[config.mk]
export PLATFORM = sky130hd
export DESIGN_NAME = mem_bus_responder
export DESIGN_NICKNAME = d
export VERILOG_FILES = /design/src/rtl/mem_bus_responder_pkg.sv /design/src/rtl/mem_bus_responder_sp_ram.sv /design/src/rtl/mem_bus_responder.sv
export SDC_FILE = /design/constraint.sdc
export NUM_CORES = 2
export LEC_CHECK = 0
export ABC_AREA = 1
export CAP_MARGIN = 25
export CORE_UTILIZATION = 25
export CTS_BUF_LIST = sky130_fd_sc_hd__clkbuf_4 sky130_fd_sc_hd__clkbuf_8
export DETAILED_ROUTE_END_ITERATION = 16
export SETUP_SLACK_MARGIN = 0.5
export SYNTH_ARGS = -nofsm -noshare
export SYNTH_HDL_FRONTEND = slang
export SYNTH_HIERARCHICAL = 1
export SYNTH_SLANG_ARGS = --single-unit
[constraint.sdc]
create_clock -name clk -period 5.15 [get_ports clk]
set_clock_uncertainty 0.2 [all_clocks]
set_input_delay 1.545 -clock clk [delete_from_list [all_inputs] [get_ports clk]]
set_output_delay 1.545 -clock clk [all_outputs]
set_load 0.005 [all_outputs]
[src/rtl/mem_bus_responder_pkg.sv]
// Shared definitions for the memory-bus responder: address map, FSM encoding
// and the wait-count selector.
package mem_bus_responder_pkg;

    localparam logic [15:0] MAP_RAM_BASE = 16'h0100;
    localparam int          WAIT_W       = 4;

    typedef enum logic [1:0] {
        ST_IDLE   = 2'd0,
        ST_WAIT   = 2'd1,
        ST_ACCESS = 2'd2,
        ST_ACK    = 2'd3
    } state_t;

    function automatic logic [WAIT_W-1:0] wait_count(
        input logic              is_write,
        input logic [WAIT_W-1:0] rd_wait,
        input logic [WAIT_W-1:0] wr_wait
    );
        return is_write ? wr_wait : rd_wait;
    endfunction

endpackage

[src/rtl/mem_bus_responder_sp_ram.sv]
// Single-port synchronous byte RAM: one write-or-read per enabled cycle.
// Read data is registered and holds until the next enabled read.
module mem_bus_responder_sp_ram #(
    parameter int DEPTH = 256,
    parameter int AW    = 8
) (
    input  logic          clk,
    input  logic          en_i,
    input  logic          we_i,
    input  logic [AW-1:0] addr_i,
    input  logic [7:0]    wdata_i,
    output logic [7:0]    rdata_o
);

    logic [7:0] mem [DEPTH];
    logic [7:0] rdata_q;

    always_ff @(posedge clk) begin
        if (en_i) begin
            if (we_i) begin
                mem[addr_i] <= wdata_i;
            end else begin
                rdata_q <= mem[addr_i];
            end
        end
    end

    assign rdata_o = rdata_q;

endmodule

[src/rtl/mem_bus_responder.sv]
// Memory-side bus target: decodes the RAM window, inserts programmable wait
// states and completes each access with a 4-phase req/ready handshake.
module mem_bus_responder
    import mem_bus_responder_pkg::*;
#(
    parameter logic [15:0] RAM_BASE   = MAP_RAM_BASE,
    parameter int          RAM_DEPTH  = 256,
    parameter int          READ_WAIT  = 2,
    parameter int          WRITE_WAIT = 1
) (
    input  logic        clk,
    input  logic        reset,
    input  logic        req_i,
    input  logic        we_i,
    input  logic [15:0] addr_i,
    input  logic [7:0]  wdata_i,
    output logic [7:0]  rdata_o,
    output logic        ready_o,
    output logic        err_o,
    output logic        busy_o
);

    localparam int                AW      = (RAM_DEPTH > 1) ? $clog2(RAM_DEPTH) : 1;
    localparam logic [WAIT_W-1:0] RD_WAIT = WAIT_W'(READ_WAIT);
    localparam logic [WAIT_W-1:0] WR_WAIT = WAIT_W'(WRITE_WAIT);

    generate
        if (READ_WAIT < 0 || READ_WAIT > 15 || WRITE_WAIT < 0 || WRITE_WAIT > 15) begin : g_bad_wait
            $error("mem_bus_responder: READ_WAIT/WRITE_WAIT must be in 0..15");
        end
    endgenerate

    state_t            state_q, state_d;
    logic [WAIT_W-1:0] cnt_q, cnt_d;
    logic [7:0]        rdata_q, rdata_d;
    logic              ready_q, ready_d;
    logic              err_q, err_d;
    logic              busy_q, busy_d;

    logic              we_q, we_d;
    logic [AW-1:0]     off_q, off_d;
    logic [7:0]        wdata_q, wdata_d;

    logic [16:0]       diff;
    logic              hit;
    logic              ram_en;
    logic [7:0]        ram_rdata;

    // 17-bit offset keeps windows ending at 16'hFFFF from wrapping around.
    assign diff = {1'b0, addr_i} - {1'b0, RAM_BASE};
    assign hit  = (addr_i >= RAM_BASE) && (diff < 17'(RAM_DEPTH));

    // Gating with reset stops an access aborted on its ACCESS edge from committing.
    assign ram_en = (state_q == ST_ACCESS) && !reset;

    mem_bus_responder_sp_ram #(
        .DEPTH (RAM_DEPTH),
        .AW    (AW)
    ) u_ram (
        .clk     (clk),
        .en_i    (ram_en),
        .we_i    (we_q),
        .addr_i  (off_q),
        .wdata_i (wdata_q),
        .rdata_o (ram_rdata)
    );

    always_comb begin
        state_d = state_q;
        cnt_d   = cnt_q;
        rdata_d = rdata_q;
        ready_d = ready_q;
        err_d   = err_q;
        busy_d  = busy_q;
        we_d    = we_q;
        off_d   = off_q;
        wdata_d = wdata_q;

        case (state_q)
            ST_IDLE: begin
                if (req_i) begin
                    we_d    = we_i;
                    off_d   = diff[AW-1:0];
                    wdata_d = wdata_i;
                    busy_d  = 1'b1;
                    if (!hit) begin
                        err_d   = 1'b1;
                        state_d = ST_ACK;
                    end else begin
                        cnt_d   = wait_count(we_i, RD_WAIT, WR_WAIT);
                        state_d = (cnt_d != '0) ? ST_WAIT : ST_ACCESS;
                    end
                end
            end
            ST_WAIT: begin
                cnt_d = cnt_q - 1'b1;
                if (cnt_q <= 4'd1) begin
                    state_d = ST_ACCESS;
                end
            end
            ST_ACCESS: begin
                state_d = ST_ACK;
            end
            ST_ACK: begin
                // First ACK cycle raises ready and captures read data; only then may req release it.
                if (!ready_q) begin
                    ready_d = 1'b1;
                    if (!we_q && !err_q) begin
                        rdata_d = ram_rdata;
                    end
                end else if (!req_i) begin
                    ready_d = 1'b0;
                    err_d   = 1'b0;
                    busy_d  = 1'b0;
                    state_d = ST_IDLE;
                end
            end
            default: begin
                state_d = ST_IDLE;
            end
        endcase
    end

    always_ff @(posedge clk) begin
        if (reset) begin
            state_q <= ST_IDLE;
            cnt_q   <= '0;
            rdata_q <= 8'h00;
            ready_q <= 1'b0;
            err_q   <= 1'b0;
            busy_q  <= 1'b0;
        end else begin
            state_q <= state_d;
            cnt_q   <= cnt_d;
            rdata_q <= rdata_d;
            ready_q <= ready_d;
            err_q   <= err_d;
            busy_q  <= busy_d;
        end
    end

    // Request latch is pure data; it is only consulted after a fresh acceptance.
    always_ff @(posedge clk) begin
        we_q    <= we_d;
        off_q   <= off_d;
        wdata_q <= wdata_d;
    end

    assign rdata_o = rdata_q;
    assign ready_o = ready_q;
    assign err_o   = err_q;
    assign busy_o  = busy_q;

endmodule
Word-level counts from Yosys, hierarchy flattened
Memory sizes are Yosys's and may differ from the RTL's. A register that Yosys moved wholly into a read port is not among the register bits.
Index checks and enable logic that the tools add are counted.
{"block": "word_totals", "regBits": 34, "latch_bits": 0, "ram_bits": 2048, "rom_bits": 0, "out_inout_bits": 11, "wordCells": 66, "mem_count": 1}
{"memory": "u_ram.mem", "words": 256, "word_bits": 8, "rd": 1, "rd_clocked_by_memory_dff": 1, "write_ports": 1, "line": "mem_bus_responder_sp_ram.sv:15", "rtl": "logic [7:0] mem [DEPTH];"}
{"block": "classes", "addsub": 2, "n_mul": 0, "div": 0, "magnitude_cmp": 3, "eq_ne": 9, "shifts": 0, "n_mux": 23, "bitwise_logic": 2, "reduce_logical": 17}
{"op": "17-bit by 9-bit less-than comparator with 1-bit output (second input constant)", "n": 1}
{"op": "16-bit by 9-bit subtractor with 17-bit output (second input constant)", "n": 1}
{"op": "16-bit by 9-bit >= comparator with 1-bit output (second input constant)", "n": 1}
{"op": "2-bit 2-to-1 mux", "n": 7}
{"op": "2-bit inequality test (second input constant)", "n": 6}
{"op": "1-bit 2-to-1 mux", "n": 10}
{"op": "4-bit 2-to-1 mux", "n": 2}
{"op": "2-bit case mux with 4 select lines", "n": 1}
{"op": "4-bit case mux with 2 select lines", "n": 1}
{"op": "4-bit AND reduction", "n": 2}
{"op": "3-bit AND reduction", "n": 2}
{"op": "5-bit AND reduction", "n": 1}
{"op": "2-bit == test (second input constant)", "n": 2}
{"op": "4-bit by 1-bit <= comparator with 1-bit output (second input constant)", "n": 1}
{"op": "1-bit case mux with 2 select lines", "n": 2}
{"op": "2-bit AND reduction", "n": 2}
{"op": "2-bit nonzero test", "n": 2}
{"op": "4-bit nonzero test", "n": 1}
{"op": "4-bit by 1-bit subtractor with 4-bit output (second input constant)", "n": 1}
{"op": "1-bit logical AND", "n": 3}
{"op": "1-bit zero test", "n": 3}
{"op": "2-bit by 1-bit == test with 1-bit output (second input constant)", "n": 1}
{"op": "2-bit zero test", "n": 1}
{"op": "1-bit inverter", "n": 2}

Depth between registers and ports, before layout
{"block": "logic_depth", "ltp_word": 6, "depth_mapped": 17, "ltp_nobuf": 13}

By module
Netlist, hierarchy kept.
{"module": "mem_bus_responder_sp_ram", "instances": 1, "cells_each": 7960, "area_per_inst_um2": 84835.1}
{"module": "mem_bus_responder", "instances": 1, "cells_each": 153, "area_per_inst_um2": 1463.9}

Least setup slack after synthesis
No wires, ideal clock.
{"block": "synth_timing", "kind": "register -> register", "from": "register wdata_q[0]", "to": "memory u_ram.mem[0][0], data pin", "setup_ns": 0.817, "t_arrival_ns": 3.228, "path_slack_ns": 0.904, "stages_incl_launch_ff": 1, "path_buffers": 0, "period_less_slack_ns": 4.246, "path_cell_list": "edfxtp_1"}
{"element": "start: declaration", "line": "mem_bus_responder.sv:42", "rtl": "logic [7:0] wdata_q, wdata_d;"}
{"element": "start signal: assignment", "line": "mem_bus_responder.sv:146", "rtl": "wdata_q <= wdata_d;"}
{"element": "end: declaration", "line": "mem_bus_responder_sp_ram.sv:15"}
Straight into the memory's write port.

==> results.md <==
- Critical path destination: u_ram/rdata_o[1]
- Max Slew Vio Count: 0
- Via count: 56.92k
- CP Cell Sequence: buf_4, buf_12, buf_4, nand2_1, nand2_1, nand2_1, nand2_1, nand2_1, nand2_1, o21ai_1, nand2_1, nor2_1, nor2_1, nor2_1, nand2_1
- Slew margin rel.: 26.66%
- Critical Path AT: 4.36 ns
- Vias in the first global route: 56.26k
- WL per Instance: 17.88 um
- Fmax: 0.2629 GHz
- Largest net degree at the start of global routing: 177
- Nets: 8278
- Worst setup EP type: register
- GP Congestion: 0.8221
- DIE HEIGHT: 589.5 um
- Yosys cell types: 30
- Die width: 589.5 um
- Placeable Area: 343300 um^2
- CP startpoint kind: register
- Worst-path maximum fanout: 122
- H-tree Lvls: 5
- Fillers: 35.49k
- R2r endpoint: u_ram/rdata_o[1]
- ANT nets after route: 0
- Synthesized area: 86300 um^2
- Max Cap Violations: 0
- Global-route wire length before repair: 348900 um
- Unrepaired setup endpoints after global routing: false
- Top-level port count: 39
- Clock transition at the registers of the reported paths: 0.06 ns
- Status: finished clean
- Total negative slack: 0 ns
- Worst-margin pin slew: 1.100 ns
- Flops & latches, synth: 2090
- Hold WC Path Type: register to register
- Area occupied by multi-input gates: 21710 um^2
- Crit path kind: register to register
- Sink Count: 2090
- Post-cts repair resize count: 0
- Worst-Skew Late Latency: 1.08 ns
- Most used cell along the critical path: nand2_1
- Period minus WS final: 3.804 ns
- DR vias/cell: 4.361
- DRC viols: 0
- Row count: 215
- Yosys top cell area share: 72.13%
- Overflow after GRT: 0
- Die ar.: 347600 um^2
- Post-Route WL: 233300 um
- Sw Share: 30.42%
- Peak supply drop: 0.2852 mV
- Area leader, netlist: edfxtp_1
- DPL Wire Length: 129600 um
- Critical path's largest stage delay: 0.63 ns
- Syn. warnings: 6
- Post-synthesis sequential area ratio: 72.53%
- Layout cells sized above 1: 8.559%
- Required time of the critical path: 5.70 ns
- Cts hold-fix bufs: 0
- Most common cell after layout, fill and taps aside: nand2_1
- Top post-synthesis cells by area: edfxtp_1 72%, nand2_1 21%, nor2_1 1.5%, nand3_1 1.5%, buf_2 1.2%
- Worst R2R Start: off_q[0]
- IO Port Bufs: 38
- Setup crit start: off_q[0]
- 1st-iter DRT viols: 5304
- Switching power total: 12.69 mW
- Syn Nets: 8148
- Buf/Inv on CP: 3
- CTS Buffer Depth: 4
- Cell count along the critical path: 15
- Comb power frac: 18.9%
- Worst reg2reg setup slack: 1.35 ns
- CTS tree: done
- CP max stage cell: edfxtp_1
- Final Util: 28.77%
- Seq. cell area: 62590 um^2
- Internal power: 29.03 mW
- Syn_area_per_cell: 10.64 um^2
- Clk root buf: clkbuf_8
- Fin crit share: 73.86%
- Sequential share of power: 47.4%
- Layout area overhead: 14.44%
- Most frequent cells in the layout: 4735 x nand2_1, 2073 x edfxtp_1, 359 x clkbuf_8, 350 x nor2_1, 255 x nand3_1
- Total Routing Usage GR: 13.13%
- TritonRoute pass-1 iters: 6
- Leak pwr: 37.93 nW
- Cells after Synth: 8113
- Starting density of the core: 25.14%
- Final setup viols: 0
- Clock power frac: 33.7%
- TritonCTS Buffers: 350
- Hold Vio Cnt, Final: 0
- CP delay by family, top: simple AND/OR/NAND/NOR gates
- WHS: 0.2665 ns
- Initial antenna violation count: 4
- Pre-CTS WS: 0.7173 ns
- Final worst slack: 1.346 ns
- Pwr Density: 422.4 nW/um^2
- # Post-CTS Setup Buffers: 0
- FF-to-FF path depth: 15
==> synth_stat cells, drive strengths merged <==
library cell,number
inv,33
o31ai,1
nor3,1
nand3,265
or2,1
nand2,4737
clkbuf,162
xnor2,2
clkinv,2
nor2,359
a21oi,17
buf,264
o21ai,131
ha,7
edfxtp,2073
nand4,40
a21boi,1
dfxtp,17
==> how the worst min path moves through the flow <==
stage	startpoint	endpoint	slack [ns]	depth (start not counted)
after detailed placement	rdata_o[4]	rdata_o[4]	0.26	2
after floorplan	busy_o	busy_o	0.26	2
after global routing	rdata_o[4]	rdata_o[4]	0.29	2
after CTS	rdata_o[2]	rdata_o[2]	0.27	2
after global placement	busy_o	busy_o	0.26	2
final	busy_o	busy_o	0.27	2
==> flip-flops by register name (all words and copies together) (netlist names), 2 cells and up <==
register	cells
state_q	2
wdata_q	8
u_ram/mem	2048
cnt_q	4
u_ram/rdata_o	8
rdata_o	8
off_q	8
==> area by class of cell <==
| cell class | count | share of cell area [%] |
|---|---|---|
| Tap cell | 4557 | 5.773 |
| Clock inverter | 131 | 0.7678 |
| Sequential cell | 2090 | 63.38 |
| Clock buffer | 472 | 5.862 |
| Inverter | 35 | 0.1584 |
| Timing Repair Buffer | 204 | 2.078 |
| Multi-Input combinational cell | 5562 | 21.98 |
| Antenna cell | 1 | 0.002534 |
==> routing by layer <==
metal / GRT usage [%] / part of all wire, %
met4: 5.016 / 3.4
met3: 2.059 / 6.9
met5: 0 / 0.0047
met1: 17.30 / 43
met2: 21.71 / 47
==> per-stage QoR <==
step,cells,power (mW),cell area (um^2)
2_1_floorplan,8113,25.07,86300
3_3_place_gp,12450,27.98,92190
3_5_place_dp,12450,28.02,92210
4_1_cts,13050,42.00,98760
5_1_grt,13050,43.47,98760
6_report,13050,41.72,98760
==> power by group through the flow <==
stage	registers (mW)	logic [mW]	clock network [mW]
CTS	19.8	7.89	14.3
detailed placement	20.1	7.87	0
global route	19.8	8.67	15.0
finish	19.8	7.88	14.0
global placement	20.1	7.83	0
floorplan	20.8	4.31	0
==> tightest hold or removal path, stage by stage, from the launching register on <==
cell     delay (ns)
dfxtp_1        0.31
o31ai_1        0.06
a21oi_1        0.05
==> cell families after synthesis <==
group	synth area share, %
flip-flops	72.53
AND/OR/NAND/NOR	24.05
buffers and inverters	2.417
XOR/XNOR	0.02900
adder cells (fa/ha/maj)	0.1015
AO/OA/AOI/OAI	0.8801
Power figures use the tool's default switching activity.
